File: config.mk
export PLATFORM = sky130hd
export DESIGN_NAME = fifo_pad_serial_flat
export DESIGN_NICKNAME = d
export VERILOG_FILES = /design/src/rtl/fifo_pad_pkg.sv /design/src/rtl/fifo_pad_serial_if.sv /design/src/rtl/fifo_pad_serial.sv /design/src/flat_wrapper.sv
export SDC_FILE = /design/constraint.sdc
export NUM_CORES = 1
export LEC_CHECK = 0
export CAP_MARGIN = 20
export CELL_PAD_IN_SITES_DETAIL_PLACEMENT = 1
export CELL_PAD_IN_SITES_GLOBAL_PLACEMENT = 1
export CORE_ASPECT_RATIO = 0.6
export CORE_MARGIN = 1
export CORE_UTILIZATION = 40
export CTS_CLUSTER_DIAMETER = 40
export DETAILED_ROUTE_END_ITERATION = 6
export PLACE_DENSITY_LB_ADDON = 0.25
export SLEW_MARGIN = 20
export SYNTH_ARGS = -nofsm -noshare
export SYNTH_HDL_FRONTEND = slang
export SYNTH_SLANG_ARGS = --single-unit
export TNS_END_PERCENT = 10
File: constraint.sdc
create_clock -name clk -period 10.9 [get_ports clk]
set_input_delay 2.725 -clock clk [delete_from_list [all_inputs] [get_ports clk]]
set_output_delay 2.725 -clock clk [all_outputs]
set_load 0.005 [all_outputs]
File: src/rtl/fifo_pad_pkg.sv
// rtl/fifo_pad_pkg.sv - shared helpers for the padded FIFO family
package fifo_pad_pkg;

   // Number of elements in one padded group.
   function automatic int group_len(input int pad_pre, input int lanes, input int pad_post);
      return pad_pre + lanes + pad_post;
   endfunction

   // Advance a pointer by step and wrap at depth by compare-and-subtract,
   // so depth need not be a power of two. step must not exceed depth.
   function automatic int ptr_inc(input int ptr, input int step, input int depth);
      int sum;
      sum = ptr + step;
      if (sum >= depth) begin
         sum = sum - depth;
      end
      return sum;
   endfunction

endpackage

File: src/rtl/fifo_pad_serial_if.sv
// rtl/fifo_pad_serial_if.sv - input word and output element handshakes
interface fifo_pad_serial_if #(
   parameter int DATA_WIDTH = 8,
   parameter int LANES      = 4
) ();
   logic                        pad_en;
   logic                        in_valid;
   logic                        in_ready;
   logic [LANES*DATA_WIDTH-1:0] in_data;
   logic                        out_valid;
   logic                        out_ready;
   logic [DATA_WIDTH-1:0]       out_data;
   logic                        out_last;

   // Producer of input words and consumer of output elements.
   modport master (
      output pad_en, in_valid, in_data, out_ready,
      input  in_ready, out_valid, out_data, out_last
   );

   // The FIFO itself.
   modport slave (
      input  pad_en, in_valid, in_data, out_ready,
      output in_ready, out_valid, out_data, out_last
   );
endinterface

File: src/rtl/fifo_pad_serial.sv
// rtl/fifo_pad_serial.sv - word-in, element-out FIFO with optional zero padding per group
module fifo_pad_serial
   import fifo_pad_pkg::*;
#(
   parameter int DATA_WIDTH = 8,
   parameter int LANES      = 4,
   parameter int PAD_PRE    = 3,
   parameter int PAD_POST   = 1,
   parameter int GROUPS     = 2,
   localparam int G         = group_len(PAD_PRE, LANES, PAD_POST),
   localparam int DEPTH     = GROUPS * G,
   localparam int CW        = $clog2(DEPTH + 1)
) (
   input  logic          clk,
   input  logic          rst,
   fifo_pad_serial_if.slave bus,
   output logic [CW-1:0] count,
   output logic          full,
   output logic          empty
);

   localparam int PW = (DEPTH > 1) ? $clog2(DEPTH) : 1;
   localparam logic [CW-1:0] DEPTH_C = CW'(DEPTH);

   logic [DATA_WIDTH-1:0] mem  [DEPTH];
   logic                  lst  [DEPTH];
   logic [PW-1:0]         rd_ptr;
   logic [PW-1:0]         wr_ptr;

   logic [CW-1:0]         geff;
   logic                  do_wr;
   logic                  do_rd;

   // Per-slot view of the group about to be written: element, last flag,
   // enable and wrapped storage index for each of the up to G slots.
   logic [DATA_WIDTH-1:0] pad_elem [G];
   logic [DATA_WIDTH-1:0] raw_elem [G];
   logic [DATA_WIDTH-1:0] wdata    [G];
   logic                  wlast    [G];
   logic                  wen      [G];
   logic [PW-1:0]         wr_idx   [G];

   for (genvar i = 0; i < G; i++) begin : g_slot
      if (i < PAD_PRE || i >= PAD_PRE + LANES) begin : g_pad_zero
         assign pad_elem[i] = '0;
      end else begin : g_pad_lane
         assign pad_elem[i] = bus.in_data[(LANES-1-(i-PAD_PRE))*DATA_WIDTH +: DATA_WIDTH];
      end
      if (i < LANES) begin : g_raw_lane
         assign raw_elem[i] = bus.in_data[(LANES-1-i)*DATA_WIDTH +: DATA_WIDTH];
      end else begin : g_raw_zero
         assign raw_elem[i] = '0;
      end
      assign wdata[i]  = bus.pad_en ? pad_elem[i] : raw_elem[i];
      assign wlast[i]  = bus.pad_en ? (i == G - 1) : (i == LANES - 1);
      assign wen[i]    = bus.pad_en || (i < LANES);
      assign wr_idx[i] = PW'(ptr_inc(int'(wr_ptr), i, DEPTH));
   end

   // Space check uses only the registered count, so a same-cycle read never opens the input.
   assign geff         = bus.pad_en ? CW'(G) : CW'(LANES);
   assign bus.in_ready = (DEPTH_C - count) >= geff;
   assign do_wr        = bus.in_valid && bus.in_ready;

   assign empty         = (count == '0);
   assign full          = (count == DEPTH_C);
   assign bus.out_valid = !empty;
   assign do_rd         = bus.out_valid && bus.out_ready;
   assign bus.out_data  = empty ? '0 : mem[rd_ptr];
   assign bus.out_last  = empty ? 1'b0 : lst[rd_ptr];

   // Pointers, occupancy and group storage; reset clears control only.
   always_ff @(posedge clk) begin
      if (rst) begin
         rd_ptr <= '0;
         wr_ptr <= '0;
         count  <= '0;
      end else begin
         if (do_wr) begin
            for (int i = 0; i < G; i++) begin
               if (wen[i]) begin
                  mem[wr_idx[i]] <= wdata[i];
                  lst[wr_idx[i]] <= wlast[i];
               end
            end
            wr_ptr <= PW'(ptr_inc(int'(wr_ptr), int'(geff), DEPTH));
         end
         if (do_rd) begin
            rd_ptr <= PW'(ptr_inc(int'(rd_ptr), 1, DEPTH));
         end
         count <= count + (do_wr ? geff : '0) - CW'(do_rd);
      end
   end

endmodule

File: src/flat_wrapper.sv
// flat-port wrapper written by rule: the top's interface ports become plain ports
module fifo_pad_serial_flat import fifo_pad_pkg::*;
#(
   parameter int DATA_WIDTH = 8,
   parameter int LANES      = 4,
   parameter int PAD_PRE    = 3,
   parameter int PAD_POST   = 1,
   parameter int GROUPS     = 2,
   localparam int G         = group_len(PAD_PRE, LANES, PAD_POST),
   localparam int DEPTH     = GROUPS * G,
   localparam int CW        = $clog2(DEPTH + 1)
)
  (clk, rst, count, full, empty, bus_pad_en, bus_in_valid, bus_in_data, bus_out_ready, bus_in_ready, bus_out_valid, bus_out_data, bus_out_last);
  fifo_pad_serial_if #(.DATA_WIDTH(DATA_WIDTH), .LANES(LANES)) bus_i ();
  input  logic clk;
  input  logic rst;
  output logic [CW-1:0] count;
  output logic full;
  output logic empty;
  input wire logic [$bits(bus_i.pad_en)-1:0] bus_pad_en;
  input wire logic [$bits(bus_i.in_valid)-1:0] bus_in_valid;
  input wire logic [$bits(bus_i.in_data)-1:0] bus_in_data;
  input wire logic [$bits(bus_i.out_ready)-1:0] bus_out_ready;
  output wire logic [$bits(bus_i.in_ready)-1:0] bus_in_ready;
  output wire logic [$bits(bus_i.out_valid)-1:0] bus_out_valid;
  output wire logic [$bits(bus_i.out_data)-1:0] bus_out_data;
  output wire logic [$bits(bus_i.out_last)-1:0] bus_out_last;
  assign bus_i.pad_en = bus_pad_en;
  assign bus_i.in_valid = bus_in_valid;
  assign bus_i.in_data = bus_in_data;
  assign bus_i.out_ready = bus_out_ready;
  assign bus_in_ready = bus_i.in_ready;
  assign bus_out_valid = bus_i.out_valid;
  assign bus_out_data = bus_i.out_data;
  assign bus_out_last = bus_i.out_last;
  fifo_pad_serial #(.DATA_WIDTH(DATA_WIDTH), .LANES(LANES), .PAD_PRE(PAD_PRE), .PAD_POST(PAD_POST), .GROUPS(GROUPS)) u_core (.clk(clk), .rst(rst), .bus(bus_i), .count(count), .full(full), .empty(empty));
endmodule
== Yosys cells after proc, flatten, opt, wreduce, memory -nomap -nowiden ==
Memories as Yosys holds them, arrays and structs flattened. A register that Yosys moved wholly into a read port is not among the register bits.
Index checks and enable logic that the tools add are counted.
Storage, ports and cells
  bits in registers: 13
  RAM bits: 144
  bits of input ports: 37
  output and inout port bits: 18
  memories kept: 2
Memories
  u_core.mem: words 16, width 8, read ports 1, clocked after memory_dff 1, write ports 8, RTL line fifo_pad_serial.sv:25  | logic [DATA_WIDTH-1:0] mem [DEPTH];
  u_core.lst: words 16, width 1, read ports 1, clocked after memory_dff 1, write ports 8, RTL line fifo_pad_serial.sv:26  | logic lst [DEPTH];
Cells by class
  $add $sub $neg: 22
  order comparisons: 11
  equal/unequal tests: 1
  multiplexer cells: 33
  reductions and logical operators: 4
Operators by type and width (number)
  $mux W8: 8
  $mux W4: 15
  $ge A5 B5 Y1 const B: 8
  $sub A4 B1 Y4 const B: 10
  $add A4 B3 Y5 const B: 4
  $add A4 B1 Y5 const B: 2
  $add A4 B2 Y5 const B: 2
  $mux W1: 9
  $ge A6 B5 Y1 const B: 1
  $add A4 B4 Y5: 1
  $add A5 B5 Y5: 1
  $eq A5 B5 Y1 const B: 1
  $ge A4 B5 Y1 const B: 1
  $ge A5 B5 Y1: 1
  $logic_not A5 Y1: 1
  $mux W5: 1
  $sub A5 B1 Y5: 1
  $sub A5 B5 Y5 const A: 1
  $logic_and A1 B1 Y1: 2
  $logic_not A1 Y1: 1

== Longest topological paths before layout ==
  depth after elaboration: 6
  depth in mapped cells: 15
  mapped depth without buffers: 13

== Worst setup path after synthesis ==
OpenSTA, ideal clock, no wires.
  kind: input to output
  start: in bus_pad_en
  end: out bus_in_ready
  arrival: 4.301 ns
  required time: 8.175 ns
  path slack: 3.874 ns
  stages on the path: 7
  cell sequence: clkbuf_1 > inv_1 > clkbuf_1 > ha_1 > nand2b_1 > clkbuf_1 > nand3_1
Between the ends
  word-level cells in the longest chain between the ends: 2
RTL lines
  from (decl): RTL line flat_wrapper.sv:20  | input wire logic [$bits(bus_i.pad_en)-1:0] bus_pad_en;
  $mux W4: RTL line fifo_pad_serial.sv:61  | assign geff = bus.pad_en ? CW'(G) : CW'(LANES);
  $ge A5 B5 Y1: RTL line fifo_pad_serial.sv:62  | assign bus.in_ready = (DEPTH_C - count) >= geff;
  to (decl): RTL line flat_wrapper.sv:24  | output wire logic [$bits(bus_i.in_ready)-1:0] bus_in_ready;
No other way between the ends.

== Worst setup path in the final report ==
Ends and elaborated chain as after synthesis.

==> reports/results.tsv <==
stage	metric	value	unit
route	wl_per_cell	27.8	um
synthesis	yosysMostFrequentCell	edfxtp_1	
final_layout	final.fill_count	2069	
setup_path	path_class	primary input to primary output	
global_route	grt_pass1_wl	43500	um
synthesis	synth_ff_type	edfxtp_1	
setup_path	cp_max_fo	54	
synthesis	synth_top_family_by_area	compound AO/OA/AOI/OAI gates	
clock_network	cts_tree	built	
sta	worst_slew_pin_slew	1.17	ns
sta	fin_crit_sh	81.0	%
synthesis	yosys.area_share.adder	2.14	%
route	drcViolationCount	0	
die	ios	55	
clock_network	cts_sinks	147	
synthesis	yosys-top-cells-area	edfxtp_1 (38%), dfxtp_1 (12%), mux4_2 (5.4%)	
final_layout	area_growth	17.1	%
synthesis	yosysUniqueCellTypes	58	
placed_design	portBuffers	54	
setup_path	endpoint_kind	primary output	
setup_path	crit_arrival	6.10	ns
final_layout	drive_gt1_share	12.2	%
route	vias	6637	
synthesis	syn_avg_cell_area	10.9	um^2
sta	setup_tns	0	ns
placed_design	place_hpwl	18500	um
sta	slew_viol_final	0	
outcome	status	completed	
sta	period_needed	8.83	ns
clock_network	post_cts_buffers	0	
global_route	grt_start_max_net_pins	55	
sta	hold_slack	0.510	ns
placed_design	gp_congestion	0.923	
die	initial_core_util	41.4	%
sta	hold_viol	0	
route	drt-initial-drc-count	736	
setup_path	crit_path_start_kind	primary input	
clock_network	htreeDepth	4	
global_route	overflow	0	
clock_network	insertion_delay	0.43	ns
die	rows	39	
power_and_ir_drop	vdd_drop_max	0.000155	V
clock_network	cts.clk_slew.worst_paths	0.06	ns
die	die_x	184	um
die	die-area	0.0205	mm^2
clock_network	numCtsBuffers	17	
synthesis	synth_edf_count	100	
synthesis	synth_compound_area_share	20.6	%
sta	slew_headroom	22.0	%
power_and_ir_drop	finalPower	2.46	mW
final_layout	num-nets-final	810	
synthesis	synthCells	730	
sta	setup_viol	0	
final_layout	final-seq-area	0.00395	mm^2
global_route	grt_usage	29.6	%
power_and_ir_drop	powerDensity	264	mW/mm^2
die	die_h	111	um
global_route	grt_pass1_vias	6956	
route	drtAntennaViolNets	0	
power_and_ir_drop	p_leak	3.35	nW
final_layout	multi_input_area	0.00366	mm^2
synthesis	yosysWarnings	0	
hold_path	hold_path_class	register to register	
global_route	antenna_found_initial	1	
sta	fmax	113	MHz
clock_network	max-clock-path-buffers	2	
synthesis	synthSimpleGateAreaFrac	11.7	%
synthesis	synth_seq_cells	147	
synthesis	synth-xor-area-share	0.991	%
synthesis	syn_area	0.00795	mm^2
clock_network	ctsHoldBuffers	0	
synthesis	synth_mux_area_share	9.91	%
synthesis	synth_common_cells	edfxtp_1 (100), nand2_1 (73), dfxtp_1 (47)	
synthesis	async_reset_ff_share	0	%
clock_network	postCtsResizedCells	0	
sta	finalClockSkew	0.00596	ns
synthesis	synth_top_area_share	37.8	%
synthesis	seq_area_frac_synth	49.6	%
run	maxCapViolations	0	
synthesis	yosys.area.top_type	edfxtp_1	
sta	rsz0062_at_grt	false	
synthesis	syn_nets	780	
setup_path	required	8.18	ns
route	drt_wl_total	28900	um
clock_network	root_buffer	clkbuf_16	
route	viasPerCell	6.38	
route	first_pass_iters	5	
die	coreArea	0.0192	mm^2
## state kept, by name, indices dropped and copies added (netlist names), named ones only
| register | flops |
|---|---|
| u_core.wr_ptr | 2 |
| u_core.lst | 4 |
| u_core.rd_ptr | 4 |
| u_core.count | 5 |
| u_core.mem | 128 |
## cell usage in the layout (no fill, tap or decap), types with 12 or more instances in the layout
cell and n:
a21o_1 30, a21oi_1 42, buf_4 18, clkbuf_16 19
clkdlybuf4s50_1 53, dfxtp_1 46, edfxtp_1 100, ha_1 12
inv_1 29, mux2i_1 27, mux4_2 19, nand2_1 73
nor2_1 45, nor2b_1 16, nor3_1 20, o211ai_1 22
o221ai_1 35, o22ai_1 20
## cell families after synthesis
logic type                 Yosys count
AOI/OAI and AO/OA                  220
and+or+nand+nor                    197
DFF                                147
buffers and inverters               90
muxes                               54
adders and majority gates           13
xor gates and xnor gates             9
## worst max-delay path: stages
cell and delay, ns:
buf_2 0.08, buf_4 0.51, inv_1 0.68, ha_1 0.46, nor2b_1 0.68, nand3_1 0.40
clkdlybuf4s50_1 0.56
## worst paths after layout
path                     startpoint                 to  slack [ns]  cells after the start
hold / removal    u_core.mem[15][2]  u_core.mem[15][2]        0.51                      2
setup / recovery         bus_pad_en       bus_in_ready        2.07                      7
setup reg to reg    u_core.count[1]   u_core.mem[4][2]        6.77                      8
hold reg to reg   u_core.mem[15][2]  u_core.mem[15][2]        0.51                      2
## report_power, final
group | switching [mW] | internal [mW]
sequential | 0.0774 | 0.760
clock | 0.235 | 0.369
combinational | 0.619 | 0.403
## metrics by stage
step / cell area [um^2] / util (%) / instances / setup slack (ns)
after floorplan: 7950 / - / 730 / 3.87
after detailed placement: 8720 / 45.3 / 1007 / 2.17
final: 9320 / 48.5 / 1040 / 2.07
after CTS: 9310 / 48.4 / 1039 / 2.13
after global placement: 8720 / 45.3 / 1007 / 2.36
after global routing: 9310 / 48.4 / 1039 / 1.94
## metal layers
layer  GRT usage, %  wire [um]
met1           40.6      12200
met2           44.3      12600
met3           9.17       3530
met4           10.0        527
met5              0          0
## area by class of cell
class	instances	share of cell area (%)
multi-input cells	493	39.3
diodes	1	0.0269
clock inverters	9	1.05
flip-flops and latches	147	42.3
inverters	29	1.17
clock buffers	23	5.37
well taps	266	3.57
repair buffers	72	7.20
(Power assumes the default switching activity.)
